[config.mk]
export PLATFORM = sky130hd
export DESIGN_NAME = muldiv_unit
export DESIGN_NICKNAME = d
export VERILOG_FILES = /design/src/rtl/muldiv_pkg.sv /design/src/rtl/muldiv_sign_fix.sv /design/src/rtl/muldiv_unit.sv
export SDC_FILE = /design/constraint.sdc
export NUM_CORES = 1
export LEC_CHECK = 0
export BUFFER_PORTS_ARGS = -buffer_cell sky130_fd_sc_hd__buf_2
export CORE_ASPECT_RATIO = 0.7
export CORE_MARGIN = 2
export CORE_UTILIZATION = 40
export CTS_BUF_LIST = sky130_fd_sc_hd__clkbuf_4 sky130_fd_sc_hd__clkbuf_8
export CTS_CLUSTER_DIAMETER = 200
export DETAILED_ROUTE_END_ITERATION = 6
export PLACE_DENSITY = 0.61
export SYNTH_ARGS = -nofsm -noshare
export SYNTH_HDL_FRONTEND = slang
export SYNTH_SLANG_ARGS = --single-unit
export TNS_END_PERCENT = 100
[constraint.sdc]
create_clock -name clk -period 10.6 [get_ports clk]
set_clock_uncertainty 0.2 [all_clocks]
set_input_delay 1.06 -clock clk [delete_from_list [all_inputs] [get_ports clk]]
set_output_delay 1.06 -clock clk [all_outputs]
set_load 0.1 [all_outputs]
[src/rtl/muldiv_pkg.sv]
// Shared encodings for the iterative multiply/divide unit.
// Latency: n/a (constants and pure helper functions only).
// Backpressure: n/a.
package muldiv_pkg;

    // op_in encoding
    localparam logic [1:0] OP_MULT  = 2'b00;
    localparam logic [1:0] OP_MULTU = 2'b01;
    localparam logic [1:0] OP_DIV   = 2'b10;
    localparam logic [1:0] OP_DIVU  = 2'b11;

    // Control FSM encoding
    localparam logic [1:0] ST_IDLE = 2'd0;
    localparam logic [1:0] ST_CALC = 2'd1;
    localparam logic [1:0] ST_FIX  = 2'd2;
    localparam logic [1:0] ST_DONE = 2'd3;

    // Upper op bit selects divide, low bit clear means signed.
    function automatic logic op_is_div(input logic [1:0] op);
        return op[1];
    endfunction

    function automatic logic op_is_signed(input logic [1:0] op);
        return ~op[0];
    endfunction

endpackage

[src/rtl/muldiv_sign_fix.sv]
// Conditional two's-complement negation of a W-bit value.
// Latency: combinational, zero cycles.
// Backpressure: none; pure function of its inputs.
module muldiv_sign_fix #(
    parameter int W = 32
) (
    input  logic [W-1:0] value,
    input  logic         negate,
    output logic [W-1:0] result
);

    localparam logic [W-1:0] ONE = {{(W-1){1'b0}}, 1'b1};

    // Negation wraps naturally, so the most negative value maps to itself.
    assign result = negate ? (~value + ONE) : value;

endmodule

[src/rtl/muldiv_unit.sv]
// Iterative MULT/MULTU/DIV/DIVU with architectural HI/LO; optional MULDIV_EARLY_OUT_EN.
// Latency: WIDTH+2 cycles launch to done (2 cycles for trivial ops with MULDIV_EARLY_OUT_EN).
// Backpressure: busy_out stalls the pipe; starts and MTHI/MTLO are dropped while busy.
module muldiv_unit
    import muldiv_pkg::*;
#(
    parameter int WIDTH = 32
) (
    input  logic             clk,
    input  logic             reset_in,
    input  logic             start_in,
    input  logic [1:0]       op_in,
    input  logic [WIDTH-1:0] a_in,
    input  logic [WIDTH-1:0] b_in,
    input  logic             hi_wr_in,
    input  logic             lo_wr_in,
    input  logic [WIDTH-1:0] wr_data_in,
    output logic             busy_out,
    output logic             done_out,
    output logic [WIDTH-1:0] hi_out,
    output logic [WIDTH-1:0] lo_out
);

    localparam int CNT_W = $clog2(WIDTH) + 1;
    localparam logic [CNT_W-1:0] CNT_LAST = CNT_W'(WIDTH - 1);
    localparam logic [CNT_W-1:0] CNT_ONE  = CNT_W'(1);

    if (WIDTH < 4) begin : g_width_check
        $error("muldiv_unit: WIDTH must be at least 4");
    end

    // ------------------------------------------------------------------
    // State
    // ------------------------------------------------------------------
    logic [1:0]         state;
    logic [CNT_W-1:0]   cnt;
    logic               div_q;      // operation in flight is a divide
    logic               sa_q;       // operand A was negative (signed ops only)
    logic               sb_q;       // operand B was negative (signed ops only)
    logic               div0_q;     // divide with zero divisor
    logic [WIDTH-1:0]   mag_a_q;    // |A|: multiplicand, or dividend kept for div-by-zero
    logic [WIDTH-1:0]   mag_b_q;    // |B|: multiplier seed or divisor
    logic [2*WIDTH-1:0] acc_q;      // mul: {partial hi, shifting multiplier}; div: {rem, quotient}
    logic [WIDTH-1:0]   hi_q;
    logic [WIDTH-1:0]   lo_q;

    // ------------------------------------------------------------------
    // Launch decode: operand magnitudes and signs
    // ------------------------------------------------------------------
    logic             can_launch;
    logic             launch;
    logic             a_neg;
    logic             b_neg;
    logic             b_zero;
    logic             early_out;
    logic [WIDTH-1:0] a_mag;
    logic [WIDTH-1:0] b_mag;

    assign can_launch = (state == ST_IDLE) || (state == ST_DONE);
    assign launch     = can_launch && start_in;
    assign a_neg      = op_is_signed(op_in) && a_in[WIDTH-1];
    assign b_neg      = op_is_signed(op_in) && b_in[WIDTH-1];
    assign b_zero     = (b_in == '0);

`ifdef MULDIV_EARLY_OUT_EN
    logic a_zero;
    assign a_zero    = (a_in == '0);
    // Zero operand multiply or zero divisor: result is known without iterating.
    assign early_out = op_is_div(op_in) ? b_zero : (a_zero || b_zero);
`else
    assign early_out = 1'b0;
`endif

    muldiv_sign_fix #(.W(WIDTH)) u_fix_a (
        .value  (a_in),
        .negate (a_neg),
        .result (a_mag)
    );

    muldiv_sign_fix #(.W(WIDTH)) u_fix_b (
        .value  (b_in),
        .negate (b_neg),
        .result (b_mag)
    );

    // ------------------------------------------------------------------
    // One radix-2 step of the shared unsigned core
    // ------------------------------------------------------------------
    logic [WIDTH:0]     mul_sum;
    logic [2*WIDTH-1:0] mul_next;
    logic [WIDTH:0]     rem_sh;
    logic [WIDTH:0]     div_diff;
    logic               div_ok;
    logic [2*WIDTH-1:0] div_next;

    // Shift-add: add multiplicand into the upper half when the current
    // multiplier bit (acc LSB) is set, then shift the whole accumulator right.
    assign mul_sum  = {1'b0, acc_q[2*WIDTH-1:WIDTH]}
                    + {1'b0, (acc_q[0] ? mag_a_q : {WIDTH{1'b0}})};
    assign mul_next = {mul_sum, acc_q[WIDTH-1:1]};

    // Restoring divide: bring the next dividend bit into the remainder and
    // keep the trial difference only if it did not borrow.
    assign rem_sh   = acc_q[2*WIDTH-1:WIDTH-1];
    assign div_diff = rem_sh - {1'b0, mag_b_q};
    assign div_ok   = ~div_diff[WIDTH];
    assign div_next = {(div_ok ? div_diff[WIDTH-1:0] : rem_sh[WIDTH-1:0]),
                       acc_q[WIDTH-2:0], div_ok};

    // ------------------------------------------------------------------
    // Sign correction of the final result
    // ------------------------------------------------------------------
    logic [2*WIDTH-1:0] prod_fixed;
    logic [WIDTH-1:0]   quo_fixed;
    logic [WIDTH-1:0]   rem_src;
    logic [WIDTH-1:0]   rem_fixed;
    logic [WIDTH-1:0]   res_hi;
    logic [WIDTH-1:0]   res_lo;

    muldiv_sign_fix #(.W(2*WIDTH)) u_fix_prod (
        .value  (acc_q),
        .negate (sa_q ^ sb_q),
        .result (prod_fixed)
    );

    muldiv_sign_fix #(.W(WIDTH)) u_fix_quo (
        .value  (acc_q[WIDTH-1:0]),
        .negate (sa_q ^ sb_q),
        .result (quo_fixed)
    );

    // On divide-by-zero, re-applying A's sign to |A| reproduces a_in exactly
    // (including the most negative value), which is what HI must hold.
    assign rem_src = div0_q ? mag_a_q : acc_q[2*WIDTH-1:WIDTH];

    muldiv_sign_fix #(.W(WIDTH)) u_fix_rem (
        .value  (rem_src),
        .negate (sa_q),
        .result (rem_fixed)
    );

    // Select final HI/LO values for the FIX cycle.
    always_comb begin
        res_hi = prod_fixed[2*WIDTH-1:WIDTH];
        res_lo = prod_fixed[WIDTH-1:0];
        if (div_q) begin
            res_hi = rem_fixed;
            res_lo = div0_q ? {WIDTH{1'b1}} : quo_fixed;
        end
    end

    // ------------------------------------------------------------------
    // Sequential logic
    // ------------------------------------------------------------------

    // Control FSM and iteration counter.
    always_ff @(posedge clk or posedge reset_in) begin
        if (reset_in) begin
            state <= ST_IDLE;
            cnt   <= '0;
        end else begin
            case (state)
                ST_IDLE, ST_DONE: begin
                    if (start_in) begin
                        state <= early_out ? ST_FIX : ST_CALC;
                        cnt   <= '0;
                    end else begin
                        state <= ST_IDLE;
                    end
                end
                ST_CALC: begin
                    cnt <= cnt + CNT_ONE;
                    if (cnt == CNT_LAST) begin
                        state <= ST_FIX;
                    end
                end
                ST_FIX:  state <= ST_DONE;
                default: state <= ST_IDLE;
            endcase
        end
    end

    // Operand capture at launch and one core step per CALC cycle.
    always_ff @(posedge clk or posedge reset_in) begin
        if (reset_in) begin
            div_q   <= 1'b0;
            sa_q    <= 1'b0;
            sb_q    <= 1'b0;
            div0_q  <= 1'b0;
            mag_a_q <= '0;
            mag_b_q <= '0;
            acc_q   <= '0;
        end else if (launch) begin
            div_q   <= op_is_div(op_in);
            sa_q    <= a_neg;
            sb_q    <= b_neg;
            div0_q  <= op_is_div(op_in) && b_zero;
            mag_a_q <= a_mag;
            mag_b_q <= b_mag;
            if (early_out) begin
                acc_q <= '0;
            end else begin
                acc_q <= {{WIDTH{1'b0}}, (op_is_div(op_in) ? a_mag : b_mag)};
            end
        end else if (state == ST_CALC) begin
            acc_q <= div_q ? div_next : mul_next;
        end
    end

    // HI/LO: result write in FIX, MTHI/MTLO only while not busy.
    always_ff @(posedge clk or posedge reset_in) begin
        if (reset_in) begin
            hi_q <= '0;
            lo_q <= '0;
        end else if (state == ST_FIX) begin
            hi_q <= res_hi;
            lo_q <= res_lo;
        end else if (can_launch) begin
            if (hi_wr_in) begin
                hi_q <= wr_data_in;
            end
            if (lo_wr_in) begin
                lo_q <= wr_data_in;
            end
        end
    end

    assign busy_out = (state == ST_CALC) || (state == ST_FIX);
    assign done_out = (state == ST_DONE);
    assign hi_out   = hi_q;
    assign lo_out   = lo_q;

endmodule

==> flow_summary_export.csv <==
group,metric,value,unit
floorplan,die_h,179.6,um
cts,ctsHoldBuffers,0,
cts,htree_levels,2,
floorplan,rows,64,
sta,hold_viol_final,0,
sta,tns,0,ps
sta,max_slew.worst_pin.slew,1251,ps
power,internal_power,3.142,mW
power,pwr-share-comb,66.3,%
critical_path,cp.required,10800,ps
status,status,"completed",
critical_path,rr_startpoint,"acc_q[40]",
cts,clkSlewWorstSetupHoldPaths,60,ps
floorplan,coreArea,0.04356,mm2
power,ir_drop,0.0002774,V
yosys,synth_xor_area_share,10.19,%
detailed_routing,drt-initial-drc-count,1783,
critical_path,regToRegSetupSlack,6460,ps
yosys,avgSynthCellArea,7.898,um2
global_routing,use_met2,39.78,%
layout,nets,2476,
floorplan,dieArea,0.04575,mm2
layout,final_area,0.01947,mm2
yosys,synth_compound_area_share,25.97,%
detailed_routing,drc,0,
critical_path,cp.arrival,4340,ps
critical_path,crit_type,"reg2reg",
detailed_routing,wirelength,67690,um
cts,clockBufferDepth,3,
hold_path,holdPathEnd,"lo_out[28]",
global_routing,grt_pass1_vias,16450,
sta,fmax,241.3,MHz
layout,postLayoutCoreUtil,44.70,%
layout,fillerInstances,4478,
placed_design,io_buffers,168,
run,cap_violations,0,
sta,period_share,39.10,%
yosys,synth_cells,2230,
global_routing,grt_max_degree,107,
critical_path,r2r-end,"acc_q[0]",
global_routing,grt_antenna_before_repair,1,
power,leakage,8.365,nW
yosys,synth_area,0.01761,mm2
placed_design,placed_cells,2854,
power,powerDensity,392.1,mW/mm2
detailed_routing,vias,17630,
yosys,ys_top_cells_by_area,"dfrtp_1, o21ai_0, xnor2_1, nand2_1, ha_1",
yosys,synth_ff_type,"dfrtp_1",
sta,rsz0062_at_grt,"false",
hold_path,whs_path_depth,2,
power,p_sw_share,58.84,%
yosys,synth_adder_area_share,5.413,%
critical_path,crit_path_end_kind,"register",
yosys,ys_ff_latch,204,
power,power_frac_seq,22.4,%
sta,max_slew_margin,16.39,%
cts,numCtsBuffers,36,
global_routing,grt.total_usage,29.16,%
yosys,synthArstFlopShare,100.0,%
critical_path,reg2reg_depth,10,
yosys,synthMuxAreaShare,4.319,%
yosys,synth_top_family_by_area,"compound AO/OA/AOI/OAI gates",
yosys,ys_types,93,
yosys,synth_top_area_share,28.98,%
sta,finalSetupViolCount,0,
power,clkPwrFrac,11.3,%
global_routing,grt_pass1_wl,101900,um
yosys,synth_top_area_cell,"dfrtp_1",
global_routing,grt_overflow,0,
yosys,synth_edf_count,0,
sta,drv_slew,0,
global_routing,grt-busiest-layer,"met1",
layout,drive_above_1_share,13.55,%
floorplan,start_util,40.43,%
hold_path,hold_start,"lo_out[28]",
layout,fin_cells,2921,
critical_path,cp_max_fo,12,
placed_design,place_area,0.01865,mm2
power,switchingPower,4.493,mW
cts,cts_tree,"yes",
layout,syn_to_final_growth,10.56,%
cts,post_cts_resized,0,
yosys,seq_area_frac_synth,28.98,%
placed_design,gp_congestion,0.9797,
placed_design,dp_hpwl,52880,um
detailed_routing,ant_nets,0,
global_routing,gr-usage-met1,44.37,%
floorplan,io_pins,169,
yosys,synth-simple-area-share,19.29,%
detailed_routing,wire_per_inst,23.17,um
global_routing,grt_use_met3,9.340,%
cts,cts_setup_buffers,0,
cts,root_buffer,"clkbuf_8",
floorplan,die_x,254.8,um
sta,finalCriticalPeriod,4144,ps
yosys,synth_common_cells,"nand2_1, o21ai_0, dfrtp_1",
critical_path,startpoint_type,"register",
yosys,syn_nets,2408,
cts,cts_sinks,204,
yosys,yosysMostFrequentCell,"nand2_1",
cts,insertion_delay,570,ps
detailed_routing,firstDrtPassIters,5,
hold_path,hp-class,"reg2reg",
detailed_routing,vias_per_cell,6.036,
yosys,ys_warn_count,0,
## through the flow
| step | total power, mW | hold slack, ps | setup slack, ps |
|---|---|---|---|
| floorplan | 5.279 | 249.8 | 3773 |
| global placement | 6.609 | 261.1 | 6494 |
| detailed placement | 6.656 | 268.6 | 6321 |
| CTS | 7.530 | 281.3 | 6536 |
| global route | 8.103 | 296.7 | 6194 |
| finish | 7.636 | 275.7 | 6456 |
## cell type report
type                       count  area (um2)  area share (%)
multi-input combinational   1794       11530           59.21
sequential                   204        5110           26.24
timing repair buffer         186       975.9           5.012
tap                          594       743.2           3.816
clock buffer                  55       688.2           3.534
inverter                      76       292.8           1.503
clock inverter                10       128.9          0.6618
antenna                        2       5.005         0.02570
## routing by layer
metal | share of wire (%) | routed length (um)
met3 | 13 | 8471
met5 | 0.018 | 12
met2 | 40 | 27360
met4 | 1.5 | 1009
met1 | 46 | 30830
## registers in the layout, summed over array words and instances, names as in the netlist
name,flops
mag_a_q,32
acc_q,64
div0_q,1
sa_q,1
sb_q,1
cnt,6
state,2
lo_out,32
hi_out,32
div_q,1
mag_b_q,32
## critical path: stages, from the launching register on
cell and delay, ps:
dfrtp_1 660, ha_1 400, a21o_1 230, a311o_1 390
a211oi_1 400, a21oi_1 150, mux2i_1 260, o21ai_0 820
o211ai_1 200, o211ai_1 160, o21ai_0 120
## power groups by stage
stage                     logic, mW  clock network (mW)  registers, mW
final                          5.06               0.861           1.71
after global routing           5.45               0.903           1.75
after CTS                      4.97               0.866           1.69
after detailed placement       4.95                   0           1.70
after global placement         4.92                   0           1.69
after floorplan                3.01                   0           2.27
## cell families after synthesis
kind of cell             Yosys count
AO/OA/AOI/OAI                    743
adder cells (fa/ha/maj)           75
AND/OR/NAND/NOR                  696
flip-flops                       204
multiplexers                      75
XOR/XNOR                         205
buffers and inverters            232
## placed cells by master (no fill, tap or decap), types with 20 or more instances in the layout
cell,n
nand2_1,271
xor2_1,79
o31ai_1,30
nor2_1,152
nand2b_1,20
dfrtp_1,202
o211ai_1,39
nand3_1,27
mux2i_1,67
nor3_1,58
a211oi_1,21
a31oi_1,26
xnor2_1,124
clkbuf_8,44
ha_1,71
inv_1,74
a21o_1,22
and2_1,35
a21oi_1,173
o22ai_1,42
buf_2,168
o21ai_0,252
## how the worst max path moves through the flow
stage                         start   endpoint  slack, ps  cells past startpoint
after floorplan            reset_in   acc_q[0]       3770                      1
final                     acc_q[40]   acc_q[0]       6460                     10
after global routing      acc_q[34]   acc_q[0]       6190                     10
after CTS                 acc_q[40]   acc_q[0]       6540                     10
after detailed placement    b_in[4]  acc_q[27]       6320                     10
after global placement      b_in[4]  acc_q[27]       6490                     10
Power figures use the tool's default switching activity.
